===== src/rtl/lockstep_ctrl_unit.sv =====
// Lockstep control/status register bank: per-channel enable, sticky mismatch flags, saturating counters, level irq.
// Optional LOCKSTEP_ERR_RESP_EN: flag unmapped / out-of-window accesses with r_opc_o=1.
module lockstep_ctrl_unit #(
    parameter int unsigned ID_WIDTH  = 5,
    parameter int unsigned NUM_CH    = 4,
    parameter int unsigned CNT_WIDTH = 16,
    parameter logic [31:0] BASE_ADDR = 32'h1020_2800
) (
    input  logic                clk_i,
    input  logic                rst_ni,
    input  logic                req_i,
    input  logic [31:0]         addr_i,
    input  logic                wen_i,
    input  logic [31:0]         wdata_i,
    input  logic [3:0]          be_i,
    input  logic [ID_WIDTH-1:0] id_i,
    output logic                gnt_o,
    output logic                r_valid_o,
    output logic                r_opc_o,
    output logic [ID_WIDTH-1:0] r_id_o,
    output logic [31:0]         r_rdata_o,
    input  logic [NUM_CH-1:0]   mismatch_i,
    output logic [NUM_CH-1:0]   lockstep_en_o,
    output logic                irq_o
);
    localparam logic [5:0]           STATUS_WORD = 6'd16;
    localparam int unsigned          CNT_WORD    = 32;
    localparam logic [CNT_WIDTH-1:0] CNT_MAX     = '1;

    typedef enum logic {IDLE, RESP} state_e;
    state_e state, state_next;

    logic [NUM_CH-1:0]    ctrl_en, ctrl_irq_en, status, status_next;
    logic [CNT_WIDTH-1:0] cnt      [NUM_CH];
    logic [CNT_WIDTH-1:0] cnt_next [NUM_CH];
    logic [NUM_CH-1:0]    ctrl_sel, cnt_sel;
    logic [5:0]           woff;
    logic                 hit, status_sel, mapped, wr;
    logic [31:0]          rdata_c;
    logic                 unused_ok;

    assign gnt_o         = 1'b1;
    assign lockstep_en_o = ctrl_en;
    assign wr            = req_i && !wen_i;
    assign unused_ok     = ^{addr_i[1:0], wdata_i, mapped};

    // Address decode and pre-update read mux
    always_comb begin
        woff       = addr_i[7:2];
        hit        = (addr_i[31:8] == BASE_ADDR[31:8]);
        status_sel = hit && (woff == STATUS_WORD);
        ctrl_sel   = '0;
        cnt_sel    = '0;
        rdata_c    = '0;
        if (status_sel) rdata_c = 32'(status);
        for (int c = 0; c < int'(NUM_CH); c++) begin
            ctrl_sel[c] = hit && (woff == 6'(c));
            cnt_sel[c]  = hit && (woff == 6'(int'(CNT_WORD) + c));
            if (ctrl_sel[c]) rdata_c = {30'd0, ctrl_irq_en[c], ctrl_en[c]};
            if (cnt_sel[c])  rdata_c = 32'(cnt[c]);
        end
        mapped = status_sel || (|ctrl_sel) || (|cnt_sel);
    end

    // Sticky flags and counters: mismatch is applied after software clear, so set/increment wins
    always_comb begin
        status_next = status;
        for (int c = 0; c < int'(NUM_CH); c++) begin
            cnt_next[c] = cnt[c];
            if (wr && status_sel && be_i[c/8] && wdata_i[c]) status_next[c] = 1'b0;
            if (wr && cnt_sel[c] && (be_i != 4'd0))          cnt_next[c]    = '0;
            if (mismatch_i[c] && ctrl_en[c]) begin
                status_next[c] = 1'b1;
                if (cnt_next[c] != CNT_MAX) cnt_next[c] = cnt_next[c] + CNT_WIDTH'(1);
            end
        end
    end

    always_ff @(posedge clk_i or negedge rst_ni) begin
        if (!rst_ni) begin
            ctrl_en     <= '0;
            ctrl_irq_en <= '0;
            status      <= '0;
            irq_o       <= 1'b0;
            for (int c = 0; c < int'(NUM_CH); c++) cnt[c] <= '0;
        end else begin
            for (int c = 0; c < int'(NUM_CH); c++) begin
                if (wr && ctrl_sel[c] && be_i[0]) begin
                    ctrl_en[c]     <= wdata_i[0];
                    ctrl_irq_en[c] <= wdata_i[1];
                end
                cnt[c] <= cnt_next[c];
            end
            status <= status_next;
            irq_o  <= |(status & ctrl_irq_en);
        end
    end

    // Response FSM
    always_ff @(posedge clk_i or negedge rst_ni) begin
        if (!rst_ni) state <= IDLE;
        else         state <= state_next;
    end

    always_comb begin
        state_next = state;
        case (state)
            IDLE:    if (req_i) state_next = RESP;
            RESP:    if (!req_i) state_next = IDLE;
            default: state_next = IDLE;
        endcase
    end

    always_comb begin
        r_valid_o = 1'b0;
        if (state == RESP) r_valid_o = 1'b1;
    end

    always_ff @(posedge clk_i or negedge rst_ni) begin
        if (!rst_ni) begin
            r_id_o    <= '0;
            r_rdata_o <= '0;
        end else begin
            r_id_o    <= req_i ? id_i : '0;
            r_rdata_o <= (req_i && wen_i) ? rdata_c : '0;
        end
    end

`ifdef LOCKSTEP_ERR_RESP_EN
    logic opc_q;
    always_ff @(posedge clk_i or negedge rst_ni) begin
        if (!rst_ni) opc_q <= 1'b0;
        else         opc_q <= req_i && !mapped;
    end
    assign r_opc_o = opc_q;
`else
    assign r_opc_o = 1'b0;
`endif

endmodule


===== config.mk =====
export PLATFORM = sky130hd
export DESIGN_NAME = lockstep_ctrl_unit
export DESIGN_NICKNAME = d
export VERILOG_FILES = /design/src/rtl/lockstep_ctrl_unit.sv
export SDC_FILE = /design/constraint.sdc
export NUM_CORES = 1
export LEC_CHECK = 0
export CAP_MARGIN = 15
export CORE_UTILIZATION = 40
export DETAILED_ROUTE_END_ITERATION = 16
export PLACE_DENSITY = 0.66
export RECOVER_POWER = 100
export SLEW_MARGIN = 20
export SYNTH_ARGS = -nofsm -noshare
export SYNTH_HDL_FRONTEND = slang
export SYNTH_SLANG_ARGS = --single-unit
export TNS_END_PERCENT = 100

===== constraint.sdc =====
create_clock -name clk_i -period 3.2 [get_ports clk_i]
set_input_delay 0.64 -clock clk_i [delete_from_list [all_inputs] [get_ports clk_i]]
set_output_delay 0.64 -clock clk_i [all_outputs]
set_load 0.01 [all_outputs]

==> results of run 1 <==
## worst reg2reg max path, cell delays in order, from the launching register on
cell and delay [ps]:
dfrtp_1 450, nand4_1 360, or3_1 570, nor4_1 350
xnor2_1 170, nor2_1 60
## cells by family after synthesis
kind of cell | after synthesis | share of synthesized area
compound gates | 111 | 0.132
xor+xnor | 37 | 0.0582
fa+ha+maj | 4 | 0.00899
buf+inv | 51 | 0.0510
flops | 99 | 0.445
mux | 13 | 0.0310
other cells | 2 | 0.00135
simple gates | 269 | 0.272
## worst paths after layout
check	endpoint	slack (ps)
max in group asynchronous	cnt[44]$_DFF_PN0_	970
worst min-delay path	ctrl_irq_en[1]$_DFFE_PN0P_	540
worst max-delay path	cnt[32]$_DFF_PN0_	80
min in group asynchronous	lockstep_en_o[2]$_DFFE_PN0P_	790
worst max register to register	cnt[43]$_DFF_PN0_	1120
worst min register to register	ctrl_irq_en[1]$_DFFE_PN0P_	540
## where the power goes
group,switching [W],internal [W],leakage (nW)
combinational,0.0000880,0.0000856,1.50
clock,0.000469,0.000711,0.161
sequential,0.000000715,0.00125,1.36
## cell type report
cell class	count	area (um2)	area share
Tap cell	176	220	0.0309
Clock buffer	11	243	0.0340
Sequential cell	99	2480	0.347
Timing Repair Buffer	125	1120	0.156
Clock inverter	5	82.6	0.0116
Multi-Input combinational cell	452	2970	0.416
Inverter	7	26.3	0.00368
## metal layers
metal	track usage	up-vias
met1	0.277	2423
met5	0	-
met3	0.0585	16
met4	0.0609	0
li1	-	2340
met2	0.376	174
## metrics by stage
step | total power (W) | util | hold WS, ps
finish | 0.00261 | 0.532 | 538
global route | 0.00271 | 0.532 | 555
CTS | 0.00265 | 0.526 | 473
detailed placement | 0.00146 | 0.501 | 523
global placement | 0.00145 | 0.501 | 512
floorplan | 0.00134 | - | 344
## cell usage in the layout, fill, tap and decap left out, types with 8 or more instances in the layout
master and instances:
and4_1 9, conb_1 18, clkbuf_16 9, buf_4 40, nor2_1 56, dlygate4sd3_1 29
xor2_1 16, nand3_1 32, nand2_1 32, and2_1 9, nor4_1 8, nor3_1 18
xnor2_1 21, dfrtp_1 99, o21ai_0 19, nand4_1 28, or3_1 10, a21oi_1 32
clkdlybuf4s50_1 47, a22oi_1 28, and3_1 10
## what timing repair did
action | CTS | global route
gates resized for setup | 2 | 29
pin swaps | 0 | 7
hold endpoints to repair | 0 | 0
setup buffers | 0 | 3
endpoints found under the setup margin | 2 | 37
## flip-flops by register name (all words and copies together) (netlist names)
signal and cells:
cnt 64, r_rdata_o 16, r_id_o 5, ctrl_irq_en 4, lockstep_en_o 4, status 4
irq_o 1, state 1
==> flow_metrics.tcl, run 1 <==
set metrics [dict create \
    yosys_most_used_dff "dfrtp_1" \
    crit_buf_inv 4 \
    fill_cells 1220 \
    crit_path_top_delay_cell "clkdlybuf4s50_1" \
    cp.depth 13 \
    firstDrtPassIters 5 \
    drv_slew 77 \
    core_area_um2 13400 \
    synth.cells.most_frequent "99 x dfrtp_1, 58 x nor2_1, 33 x a21oi_1, 33 x nand3_1, 32 x nand2_1" \
    worstPathRequired_ps 3440 \
    synth_top_area_frac 0.445 \
    wire_per_inst_um 17.4 \
    relSlewSlack -0.225 \
    finalClockSkew_ps 5.12 \
    dpl_cell_area_um2 6710 \
    clk_latency_ps 350 \
    stdcell_count 875 \
    hold_path_class "flip-flop to flip-flop" \
    area_delta_synth_final_pct 28.1 \
    cp_cell_sequence "clkdlybuf4s50_1 > nor4_2 > and4bb_1 > buf_4 > nand4_1 > and2_1 > ha_1 > nand4_1 > buf_4 > nor4_4 > buf_4 > a21oi_1 > o221a_2" \
    power.density_nw_per_um2 366 \
    grt_pass1_vias 4969 \
    htree_levels 3 \
    timing.critical_path.from "be_i[1]" \
    ff2ff_path_depth 5 \
    setup_ws_ps 77.5 \
    met1_length_um 6460 \
    postRouteAntennaNets 0 \
    ys_warn_count 0 \
    nets 779 \
    fmax_ghz 0.320 \
    startpoint_type "input pin" \
    routed_via_density 5.66 \
    antenna_found_initial 0 \
    seq_area_frac_synth 0.445 \
    hold_depth 1 \
    numCtsBuffers 9 \
    clk_root_buffer_cell "clkbuf_16" \
    clock_sinks 99 \
    arrival_ps 3360 \
    violations "capacitance limit, slew limit" \
    layout_min_cycle_time_ps 3120 \
    cpPeakStageDelay_ps 420 \
    path_class "input pin to flip-flop" \
    dp_hpwl_um 11300 \
    layout-drive-gt1-share 0.136 \
    synth_cells 586 \
    port_buffers 77 \
    grt_first_pass_wirelength_um 25000 \
    dp.cells 856 \
    die_y_um 120 \
    hold_viol_final 0 \
    r2r_start "cnt[34]$_DFF_PN0_" \
    num_antenna_cells 0 \
    holdCritStartpoint "ctrl_irq_en[1]$_DFFE_PN0P_" \
    finalSetupTns_ps 0 \
    vias 4953 \
    p_leak_nw 3.02 \
    stdcell_area_um2 7130 \
    ys_types 66 \
    critPathCaptureType "flip-flop" \
    status "finished, violations left" \
    ys_seq_elements 99 \
    cp_common_cell "buf_4" \
    syn_area_per_cell_um2 9.50 \
    pre_cts_slack_ps -431 \
    track_usage 0.222 \
    yosysMostFrequentCell "dfrtp_1" \
    synth-edff-count 0 \
    route.met2.wl_um 7600 \
    maxUsedRoutingLayer "met4" \
    grt_max_degree 77 \
    fp-row-count 42 \
    die_area_um2 14400 \
    syn_area_um2 5570 \
    tightest_slew_ps 1840 \
    cap_viol_max_count 1 \
    dr_wl_met3_um 1020 \
    grt-ovfl-total 0 \
    finalSetupViolations 0 \
    io_pins 126 \
    cts-hold-fix-buffers 0 \
    drtIter0Drc 435 \
    synthTopCellsByArea "dfrtp_1 44%, nor2_1 3.9%, a22oi_1 3.8%" \
    peakVddDrop_mv 0.244 \
    cp_max_fo 6 \
    yosys.area.top_type "dfrtp_1" \
    wl_um 15300 \
    drc 0 \
    synthArstFlopShare 1.00 \
    place_congestion 0.938 \
    crit_family "simple AND/OR/NAND/NOR gates" \
    cts_tree "built" \
    fin_crit_sh 0.976 \
    clk_pin_slew_worst_paths_ps 70 \
    cts_buffer_depth 2 \
    start_util 0.416 \
    die-width_um 120 \
]
(Power assumes the default switching activity.)
==> run 2, diff against run 1 <==
--- a/config.mk
+++ b/config.mk
@@ -7,6 +7,7 @@
 export LEC_CHECK = 0
 export CAP_MARGIN = 15
 export CORE_UTILIZATION = 40
+export CTS_CLUSTER_DIAMETER = 60
 export DETAILED_ROUTE_END_ITERATION = 16
 export PLACE_DENSITY = 0.66
 export RECOVER_POWER = 100
==> results of run 2 <==
Final layout, timing and power as in run 1 (identical DEF).
